## config.mk

```make
export PLATFORM = sky130hd
export DESIGN_NAME = pay_engine_flat
export DESIGN_NICKNAME = d
export VERILOG_FILES = /design/src/rtl/pay_engine_if.sv /design/src/rtl/pay_engine.sv /design/src/flat_wrapper.sv
export SDC_FILE = /design/constraint.sdc
export NUM_CORES = 1
export LEC_CHECK = 0
export ABC_AREA = 1
export BUFFER_PORTS_ARGS = -buffer_cell sky130_fd_sc_hd__buf_2
export CORE_MARGIN = 4
export CORE_UTILIZATION = 30
export CTS_CLUSTER_DIAMETER = 150
export DETAILED_ROUTE_END_ITERATION = 10
export GPL_TIMING_DRIVEN = 0
export SLEW_MARGIN = 10
export SYNTH_ARGS = -nofsm -noshare
export SYNTH_HDL_FRONTEND = slang
export SYNTH_SLANG_ARGS = --single-unit
```

## constraint.sdc

```tcl
create_clock -name clk -period 7.4 [get_ports clk]
set_input_delay 0.74 -clock clk [delete_from_list [all_inputs] [get_ports clk]]
set_output_delay 0.74 -clock clk [all_outputs]
set_load 0.01 [all_outputs]
```

## src/rtl/pay_engine_if.sv

```systemverilog
// Bus between the mode controller/coin front end and the payment engine.
// The engine takes the slave side; the controller or bench takes the master side.
interface pay_engine_if;
  logic [3:0]  mode;
  logic [7:0]  price;
  logic        coin_1;
  logic        coin_5;
  logic        coin_10;
  logic        finish;
  logic        fail;
  logic [7:0]  paid;
  logic [7:0]  change;
  logic        change_valid;
  logic [5:0]  time_left;
  logic [15:0] sale_total;
  logic [7:0]  sale_count;

  modport master (
    output mode, price, coin_1, coin_5, coin_10,
    input  finish, fail, paid, change, change_valid, time_left, sale_total, sale_count
  );

  modport slave (
    input  mode, price, coin_1, coin_5, coin_10,
    output finish, fail, paid, change, change_valid, time_left, sale_total, sale_count
  );
endinterface

```

## src/rtl/pay_engine.sv

```systemverilog
// Vending machine payment engine: collects coins against a latched price,
// signals finish/fail with change or refund, and keeps saturating sales totals.
module pay_engine #(
  parameter int TICK_DIV  = 100_000_000,
  parameter int TIMEOUT_S = 30
) (
  input  logic       clk,
  input  logic       rst,
  pay_engine_if.slave bus
);

  localparam int             PW        = (TICK_DIV > 1) ? $clog2(TICK_DIV) : 1;
  localparam logic [PW-1:0]  PRESC_MAX = PW'(TICK_DIV - 1);
  localparam logic [5:0]     TIMEOUT   = 6'(TIMEOUT_S);
  localparam logic [3:0]     M_PAY     = 4'b0010;
  localparam logic [3:0]     M_SUCCESS = 4'b0110;
  localparam logic [3:0]     M_FAILURE = 4'b0111;
  localparam logic [3:0]     M_CLEAR   = 4'b1110;

  typedef enum logic [1:0] {IDLE, COLLECT, DONE, REFUND} state_t;

  state_t        state;
  logic [7:0]    price_r;
  logic [PW-1:0] presc;
  logic          finish_r;
  logic          fail_r;
  logic [7:0]    paid_r;
  logic [7:0]    change_r;
  logic          change_valid_r;
  logic [5:0]    time_left_r;
  logic [15:0]   sale_total_r;
  logic [7:0]    sale_count_r;

  logic [4:0]    coin_sum;
  logic [8:0]    paid_sum;
  logic [7:0]    paid_n;
  logic          tick;
  logic [16:0]   total_sum;
  logic [8:0]    count_sum;
  logic          hold_mode;

  // Simultaneous pulses all count; the widened sums make saturation a carry test.
  assign coin_sum  = {4'd0, bus.coin_1} + (bus.coin_5 ? 5'd5 : 5'd0) + (bus.coin_10 ? 5'd10 : 5'd0);
  assign paid_sum  = {1'b0, paid_r} + {4'd0, coin_sum};
  assign paid_n    = paid_sum[8] ? 8'hFF : paid_sum[7:0];
  assign tick      = (presc == PRESC_MAX);
  assign total_sum = {1'b0, sale_total_r} + {9'd0, price_r};
  assign count_sum = {1'b0, sale_count_r} + 9'd1;
  assign hold_mode = (bus.mode == M_PAY) || (bus.mode == M_SUCCESS) || (bus.mode == M_FAILURE);

  always_ff @(posedge clk) begin
    if (rst) begin
      state          <= IDLE;
      price_r        <= '0;
      presc          <= '0;
      finish_r       <= 1'b0;
      fail_r         <= 1'b0;
      paid_r         <= '0;
      change_r       <= '0;
      change_valid_r <= 1'b0;
      time_left_r    <= '0;
      sale_total_r   <= '0;
      sale_count_r   <= '0;
    end else begin
      finish_r <= 1'b0;
      fail_r   <= 1'b0;
      case (state)
        IDLE: begin
          if (bus.mode == M_PAY) begin
            price_r     <= bus.price;
            paid_r      <= '0;
            presc       <= '0;
            time_left_r <= TIMEOUT;
            state       <= COLLECT;
          end else if (bus.mode == M_CLEAR) begin
            sale_total_r <= '0;
            sale_count_r <= '0;
          end
        end
        COLLECT: begin
          paid_r <= paid_n;
          if (bus.mode != M_PAY) begin
            change_r       <= paid_n;
            change_valid_r <= 1'b1;
            state          <= REFUND;
          end else if (paid_n >= price_r) begin
            finish_r       <= 1'b1;
            change_r       <= paid_n - price_r;
            change_valid_r <= 1'b1;
            sale_total_r   <= total_sum[16] ? 16'hFFFF : total_sum[15:0];
            sale_count_r   <= count_sum[8] ? 8'hFF : count_sum[7:0];
            state          <= DONE;
          end else if (coin_sum != 5'd0) begin
            time_left_r <= TIMEOUT;
            presc       <= '0;
          end else begin
            presc <= tick ? '0 : presc + PW'(1);
            if (tick) begin
              if (time_left_r == 6'd1) begin
                fail_r         <= 1'b1;
                change_r       <= paid_n;
                change_valid_r <= 1'b1;
                state          <= REFUND;
              end else begin
                time_left_r <= time_left_r - 6'd1;
              end
            end
          end
        end
        DONE, REFUND: begin
          if (!hold_mode) begin
            paid_r         <= '0;
            change_r       <= '0;
            change_valid_r <= 1'b0;
            time_left_r    <= '0;
            state          <= IDLE;
            if (bus.mode == M_CLEAR) begin
              sale_total_r <= '0;
              sale_count_r <= '0;
            end
          end
        end
        default: state <= IDLE;
      endcase
    end
  end

  assign bus.finish       = finish_r;
  assign bus.fail         = fail_r;
  assign bus.paid         = paid_r;
  assign bus.change       = change_r;
  assign bus.change_valid = change_valid_r;
  assign bus.time_left    = time_left_r;
  assign bus.sale_total   = sale_total_r;
  assign bus.sale_count   = sale_count_r;

endmodule
```

## src/flat_wrapper.sv

```systemverilog
// flat-port wrapper written by rule: the top's interface ports become plain ports
module pay_engine_flat 
#(
  parameter int TICK_DIV  = 100_000_000,
  parameter int TIMEOUT_S = 30
)
  (clk, rst, bus_mode, bus_price, bus_coin_1, bus_coin_5, bus_coin_10, bus_finish, bus_fail, bus_paid, bus_change, bus_change_valid, bus_time_left, bus_sale_total, bus_sale_count);
  pay_engine_if bus_i ();
  input  logic clk;
  input  logic rst;
  input wire logic [$bits(bus_i.mode)-1:0] bus_mode;
  input wire logic [$bits(bus_i.price)-1:0] bus_price;
  input wire logic [$bits(bus_i.coin_1)-1:0] bus_coin_1;
  input wire logic [$bits(bus_i.coin_5)-1:0] bus_coin_5;
  input wire logic [$bits(bus_i.coin_10)-1:0] bus_coin_10;
  output wire logic [$bits(bus_i.finish)-1:0] bus_finish;
  output wire logic [$bits(bus_i.fail)-1:0] bus_fail;
  output wire logic [$bits(bus_i.paid)-1:0] bus_paid;
  output wire logic [$bits(bus_i.change)-1:0] bus_change;
  output wire logic [$bits(bus_i.change_valid)-1:0] bus_change_valid;
  output wire logic [$bits(bus_i.time_left)-1:0] bus_time_left;
  output wire logic [$bits(bus_i.sale_total)-1:0] bus_sale_total;
  output wire logic [$bits(bus_i.sale_count)-1:0] bus_sale_count;
  assign bus_i.mode = bus_mode;
  assign bus_i.price = bus_price;
  assign bus_i.coin_1 = bus_coin_1;
  assign bus_i.coin_5 = bus_coin_5;
  assign bus_i.coin_10 = bus_coin_10;
  assign bus_finish = bus_i.finish;
  assign bus_fail = bus_i.fail;
  assign bus_paid = bus_i.paid;
  assign bus_change = bus_i.change;
  assign bus_change_valid = bus_i.change_valid;
  assign bus_time_left = bus_i.time_left;
  assign bus_sale_total = bus_i.sale_total;
  assign bus_sale_count = bus_i.sale_count;
  pay_engine #(.TICK_DIV(TICK_DIV), .TIMEOUT_S(TIMEOUT_S)) u_core (.clk(clk), .rst(rst), .bus(bus_i));
endmodule
```

==> impl_metrics.toml, run 1 <==
[sta]
rsz0062_at_grt = "false"
drv_slew = 0
fin_ws_ns = 3.10
period_share = 0.581
period_needed_ns = 4.30
tightestPinTransition_ns = 0.642
hold_violations = 0
setup-violations-final = 0
fin_setup_tns_ns = 0
skew_ns = 0.00918
worst_hold_slack_ns = 0.466
maxSlewHeadroom = 0.567
fmax_mhz = 233

[floorplan]
start_util = 0.310
num_io_pins = 66
fp-row-count = 49
core-area_um2 = 18200
fp.dieArea_um2 = 21000
die_h_um = 145
die_x_um = 145

[clocking]
htree_levels = 3
clk_latency_ns = 0.34
cts_tree = "yes"
cts_buffer_depth = 2
cts.repair.resized = 0
holdBufCountCts = 0
cts-root-buf = "clkbuf_16"
cts.reportedPaths.clkPinSlew_ns = 0.06
cts_made_buffers = 9
cts_sinks = 86
cts_setup_buffers = 0

[logic_synthesis]
synth_nets = 900
synth_top_family_by_area = "simple AND/OR/NAND/NOR gates"
synth.area.mux_share = 0
synth_ff_type = "dfxtp_1"
syn_inst = 853
synthXorXnorAreaFrac = 0.0373
synth_area_um2 = 5640
yosys.area_share.simple = 0.353
async_flop_share = 0
synth_area_per_cell_um2 = 6.61
ys_warn_count = 0
yosysSeqAreaShare = 0.305
synth_compound_gate_area_share = 0.135
synthAdderAreaFrac = 0.0706
ys_seq_elements = 86
ys_types = 45
synth_edf_count = 0

[drt]
postRouteAntennaNets = 0
drt-initial-drc-count = 340
wl_per_cell_um = 13.5
first_pass_iters = 5
via_count = 5612
viasPerCell = 4.83
routed_wl_um = 15700
drc = 0

[worst_setup_path]
startpoint = "bus_coin_5"
worstPathArrival_ns = 4.58
worstSetupEndpointType = "register"
r2r-end = "u_core.bus.change[6]"
required_ns = 7.68
cp-endpoint = "u_core.bus.sale_count[4]"
reg2reg_depth = 22
startpoint_type = "input port"
worstSetupPathType = "in2reg"
cp_max_fo = 10
rr_startpoint = "u_core.bus.paid[0]"
r2r_slack_ns = 3.68

[grt]
grt_use_total = 0.148
grt_max_degree = 14
antenna_found_initial = 0
gr-total-overflow = 0
grt_pass1_vias = 5200
grt_pass1_wl_um = 26000

[hold_path]
worstHoldStart = "u_core.bus.change[1]"
hold_path.class = "reg2reg"

[placement]
gp_congestion = 0.912
dp_slack_ns = 2.73
dp_hpwl_um = 12200
portBuffers = 65

[power]
peakVddDrop_mv = 0.111
finalPower_mw = 1.13
cellLeakagePower_nw = 2.88
power_density_nw_per_um2 = 174

[finish]
final_core_util = 0.357
syn_to_final_growth_pct = 15.4
diodes = 0
nNetsFinal = 976
drive_gt1_frac = 0.143

[job]
maxCapViolCount = 0

[outcome]
status = "finished clean"
per-layer routing:
layer	vias to the layer above	global-route usage	routed length, um	part of all wire
met5	-	0	0	0
met4	0	0.0575	409	0.026
met3	27	0.0315	676	0.043
met2	118	0.219	6580	0.42
met1	2540	0.212	7990	0.51
li1	2927	-	-	-
how the worst min path moves through the flow:
stage | depth (start not counted) | to
CTS | 2 | u_core.bus.change[3]
floorplan | 2 | u_core.price_r[4]
global route | 2 | u_core.bus.change[5]
global placement | 2 | u_core.bus.change[7]
finish | 2 | u_core.bus.change[1]
detailed placement | 2 | u_core.bus.change[4]
cells by family (layout without fill, tap and decap cells):
logic type      count (synthesis)  after routing
flops                          86             86
xor+xnor                       24             24
fa+ha+maj                      30             30
simple gates                  440            440
buf+inv                       137            217
compound gates                136            136
synthesized netlist by cell type, types with 4 or more instances:
cell type	n	share of area
nand2_2	9	0.010
xnor2_1	5	0.0078
nand2_1	205	0.14
xor2_1	19	0.030
nand2_4	4	0.0080
a32o_1	4	0.0071
a21oi_1	64	0.057
clkbuf_1	6	0.0040
nand4_1	17	0.019
nor3_1	24	0.021
o21ai_0	42	0.037
nor2_1	93	0.062
a21o_1	6	0.0080
nor2_4	4	0.0080
or2_2	5	0.0055
buf_2	8	0.0071
ha_1	27	0.060
o21ai_1	5	0.0044
inv_1	111	0.074
nor2_2	4	0.0044
dfxtp_1	86	0.31
inv_2	6	0.0040
nand3_1	58	0.051
nor4_1	5	0.0055
metrics by stage:
stage | instances | cell area (um2)
after global routing | 1162 | 6510
after detailed placement | 1147 | 6250
final | 1162 | 6510
after global placement | 1147 | 6250
after floorplan | 853 | 5640
after CTS | 1162 | 6510
flip-flops by register name, indices dropped and copies added (netlist names), 2 cells and up:
signal / count
u_core.state: 2
u_core.bus.sale_count: 8
u_core.presc: 27
u_core.bus.paid: 8
u_core.bus.sale_total: 16
u_core.price_r: 8
u_core.bus.change: 8
u_core.bus.time_left: 6
report_power, final:
group	internal (mW)	switching, mW	leakage [nW]
combinational	0.0841	0.148	2.06
clock	0.225	0.185	0.121
sequential	0.478	0.0142	0.696
total	0.787	0.347	2.88
final cells by class:
class	count	area [um2]
plain buffers	19	111
clock buffers	11	233
clock inverters	4	25.0
fillers	1913	11700
inverters	118	443
multi-input cells	630	3360
flip-flops and latches	86	1720
well taps	229	287
repair buffers	65	325
critical path, stage by stage:
cell and delay [ns]:
buf_2 0.12, ha_1 0.21, ha_1 0.20, inv_1 0.06, nand2_1 0.04, nand2_1 0.07
inv_1 0.05, ha_1 0.32, nand3_1 0.10, nand2_1 0.08, nand2_1 0.06, o21ai_0 0.23
nor2_1 0.31, ha_1 0.20, inv_1 0.06, fa_1 0.40, nand2_1 0.08, nand2_1 0.08
nand3_2 0.11, nand2_1 0.10, nor2_4 0.14, nand2_2 0.09, nand2_4 0.12, nand2_2 0.17
inv_2 0.11, buf_6 0.15, a21oi_1 0.05, a21oi_1 0.12
cells in the final DEF (no fill, tap or decap), drive strengths merged, types with 19 or more instances in the layout:
| master | netlist | layout |
|---|---|---|
| nand2 | 218 | 218 |
| inv | 117 | 117 |
| nor2 | 102 | 102 |
| dfxtp | 86 | 86 |
| buf | 13 | 78 |
| a21oi | 66 | 66 |
| nand3 | 60 | 60 |
| o21ai | 47 | 47 |
| ha | 27 | 27 |
| nor3 | 26 | 26 |
| xor2 | 19 | 19 |
Note: power is estimated with default switching activity, not from simulation.
==> inputs of run 2 (changes only) <==
--- a/config.mk
+++ b/config.mk
@@ -5,7 +5,7 @@
 export SDC_FILE = /design/constraint.sdc
 export NUM_CORES = 1
 export LEC_CHECK = 0
-export ABC_AREA = 1
+export ABC_AREA = 0
 export BUFFER_PORTS_ARGS = -buffer_cell sky130_fd_sc_hd__buf_2
 export CORE_MARGIN = 4
 export CORE_UTILIZATION = 30
==> constraint.sdc (replaced) <==
create_clock -name clk -period 3.6 [get_ports clk]
set_input_delay 0.36 -clock clk [delete_from_list [all_inputs] [get_ports clk]]
set_output_delay 0.36 -clock clk [all_outputs]
set_load 0.01 [all_outputs]
==> impl_metrics.toml, run 2 <==
[outcome]
status = "finished, violations left"
violations = "negative setup slack"

[worst_setup_path]
required_ns = 3.84
cp_max_fo = 5
startpoint = "bus_coin_5"
cpPeakStageDelay_ns = 0.36
rr_startpoint = "u_core.bus.paid[0]"
path_cells = "buf_12, ha_4, ha_4, inv_2, fa_2, nand2b_4, a21oi_4, a21oi_4, buf_12, o21ai_4, ha_4, a21oi_4, a311o_1, o211ai_1, buf_4, nor4_4, xnor2_1, nor2_1"
worstSetupPathType = "in2reg"
startpoint_type = "input port"
worstPathArrival_ns = 3.92
worstSetupEndpointType = "register"
cp_slowest_cell = "fa_2"

[logic_synthesis]
yosysMostFrequentCell = "dfxtp_1"
synth_area_per_cell_um2 = 8.20
synth_ff_type = "dfxtp_1"
synth_edf_count = 0
synth.area.mux_share = 0.0140
synth_compound_gate_area_share = 0.242
ys_warn_count = 0
synth_top_area_frac = 0.333
async_flop_share = 0
yosysTopAreaCell = "dfxtp_1"
yosys.area_share.simple = 0.238
synth_area_um2 = 5170
ys_seq_elements = 86
synth_common_cells = "dfxtp_1, nand2_1, a21oi_1"
synthXorXnorAreaFrac = 0.0525
ys_types = 73
synth_top_family_by_area = "compound AO/OA/AOI/OAI gates"
synth_nets = 677
synthAdderAreaFrac = 0.0770
synth.area.top_cells = "dfxtp_1, ha_1, a21oi_1, nand2_1, xnor2_1"
syn_inst = 630
yosysSeqAreaShare = 0.333

[finish]
drive_gt1_frac = 0.349
nNetsFinal = 807
largest_reg_flops = 27
final_common_cell = "dfxtp_1"
diodes = 0
final_cells = 984
final_cell_mix = "dfxtp_1, buf_2, nand2_1, a21oi_1, buf_4"
syn_to_final_growth_pct = 45.2
top_register = "u_core.presc"

[sta]
period_needed_ns = 3.69
period_share = 1.02
fin_ws_ns = -0.0875
maxSlewHeadroom = 0.0798
drv_slew = 0
rsz0062_at_grt = "true"
fmax_mhz = 271
setup-violations-final = 15
tightestPinTransition_ns = 1.37
hold_violations = 0
skew_ns = 0.0100

[drt]
viasPerCell = 5.29
drc = 0
wl_per_cell_um = 16.3
first_pass_iters = 5
postRouteAntennaNets = 0
routed_wl_um = 16100
drt-initial-drc-count = 306
via_count = 5210

[floorplan]
die_h_um = 139
start_util = 0.308
num_io_pins = 66
core-area_um2 = 16800
die_x_um = 139
fp.dieArea_um2 = 19400
fp-row-count = 47

[clocking]
htree_levels = 3
cts.reportedPaths.clkPinSlew_ns = 0.06
holdBufCountCts = 0
cts-root-buf = "clkbuf_16"
clk_latency_ns = 0.35
cts_tree = "yes"
cts_sinks = 86
cts_made_buffers = 9
cts_buffer_depth = 2

[hold_path]
worstHoldStart = "bus_price[2]"
hold_path.class = "in2reg"

[grt]
gr-total-overflow = 0
grt_pass1_vias = 4551
grt_pass1_wl_um = 24200
antenna_found_initial = 0
grt_use_total = 0.152
grt_max_degree = 14

[power]
cellLeakagePower_nw = 2.87
power_density_nw_per_um2 = 301
finalPower_mw = 2.26
peakVddDrop_mv = 0.233

[placement]
placedCellCount = 914
gp_congestion = 0.852
portBuffers = 64
dp_hpwl_um = 10800

[job]
maxCapViolCount = 0
## run 2: changes by cell type after synthesis, sizes merged, moves of 11 or more
cell   previous run  this run
nor2            102        50
o21ai            47        32
nand3            60        26
xor2             19         6
and3              0        11
inv             117        34
xnor2             5        25
nand2           218        61
## run 2: kinds of logic after synthesis
logic type / after synthesis
adder cells (fa/ha/maj): 30
AND/OR/NAND/NOR: 235
multiplexers: 7
flip-flops: 86
buffers and inverters: 56
AO/OA/AOI/OAI: 185
XOR/XNOR: 31
## run 2: metrics by stage
| step | area [um2] | utilization | hold WS (ns) | setup TNS (ns) | setup slack (ns) |
|---|---|---|---|---|---|
| 3_5_place_dp | 5910 | 0.353 | 0.443 | -46.56 | -0.899 |
| 2_1_floorplan | 5310 | - | 0.453 | 0 | 0.00120 |
| 5_1_grt | 7500 | 0.448 | 0.276 | -6.62 | -0.262 |
| 3_3_place_gp | 5910 | 0.353 | 0.443 | -48.62 | -1.01 |
| 4_1_cts | 6620 | 0.395 | 0.253 | 0 | 0.0155 |
| 6_report | 7500 | 0.448 | 0.273 | -0.420 | -0.0875 |
## run 2: critical path: cells and delay by family
| kind | cells | cell delay (ns) |
|---|---|---|
| AND/OR/NAND/NOR | 3 | 0.49 |
| AO/OA/AOI/OAI | 6 | 1.35 |
| buffers and inverters | 4 | 0.51 |
| XOR/XNOR | 1 | 0.15 |
| adder cells (fa/ha/maj) | 4 | 1.05 |
## run 2: where the power goes
group | total, mW | internal [mW] | switching, mW
logic | 0.420 | 0.204 | 0.217
clock network | 0.861 | 0.462 | 0.399
registers | 0.977 | 0.963 | 0.0139
## run 2: worst paths after layout
path	to	slack, ns	cells after the start
max	u_core.presc[21]	-0.09	18
max reg2reg	u_core.presc[21]	-0.04	16
min reg2reg	u_core.bus.sale_total[6]	0.46	2
min	u_core.price_r[2]	0.27	3
## run 2: final cells by class
type                    count  area (um2)
fillers                  1653        9260
multi-input cells         488        4040
flip-flops and latches     86        1720
repair buffers            121         913
well taps                 220         275
clock buffers              11         233
plain buffers              19         149
inverters                  35         146
clock inverters             4        25.0
## run 2: timing repair
item,in CTS,in global routing
pin swaps,18,77
gates resized for setup,49,136
setup endpoints to repair,68,66
cloned,2,4
buffers inserted,20,31
## run 2: layer usage
metal	GRT usage	vias up	wire, um
met1	0.207	2485	7430
met5	0	-	0
met2	0.245	120	7730
met3	0.0305	25	611
met4	0.0433	0	286
li1	-	2580	-
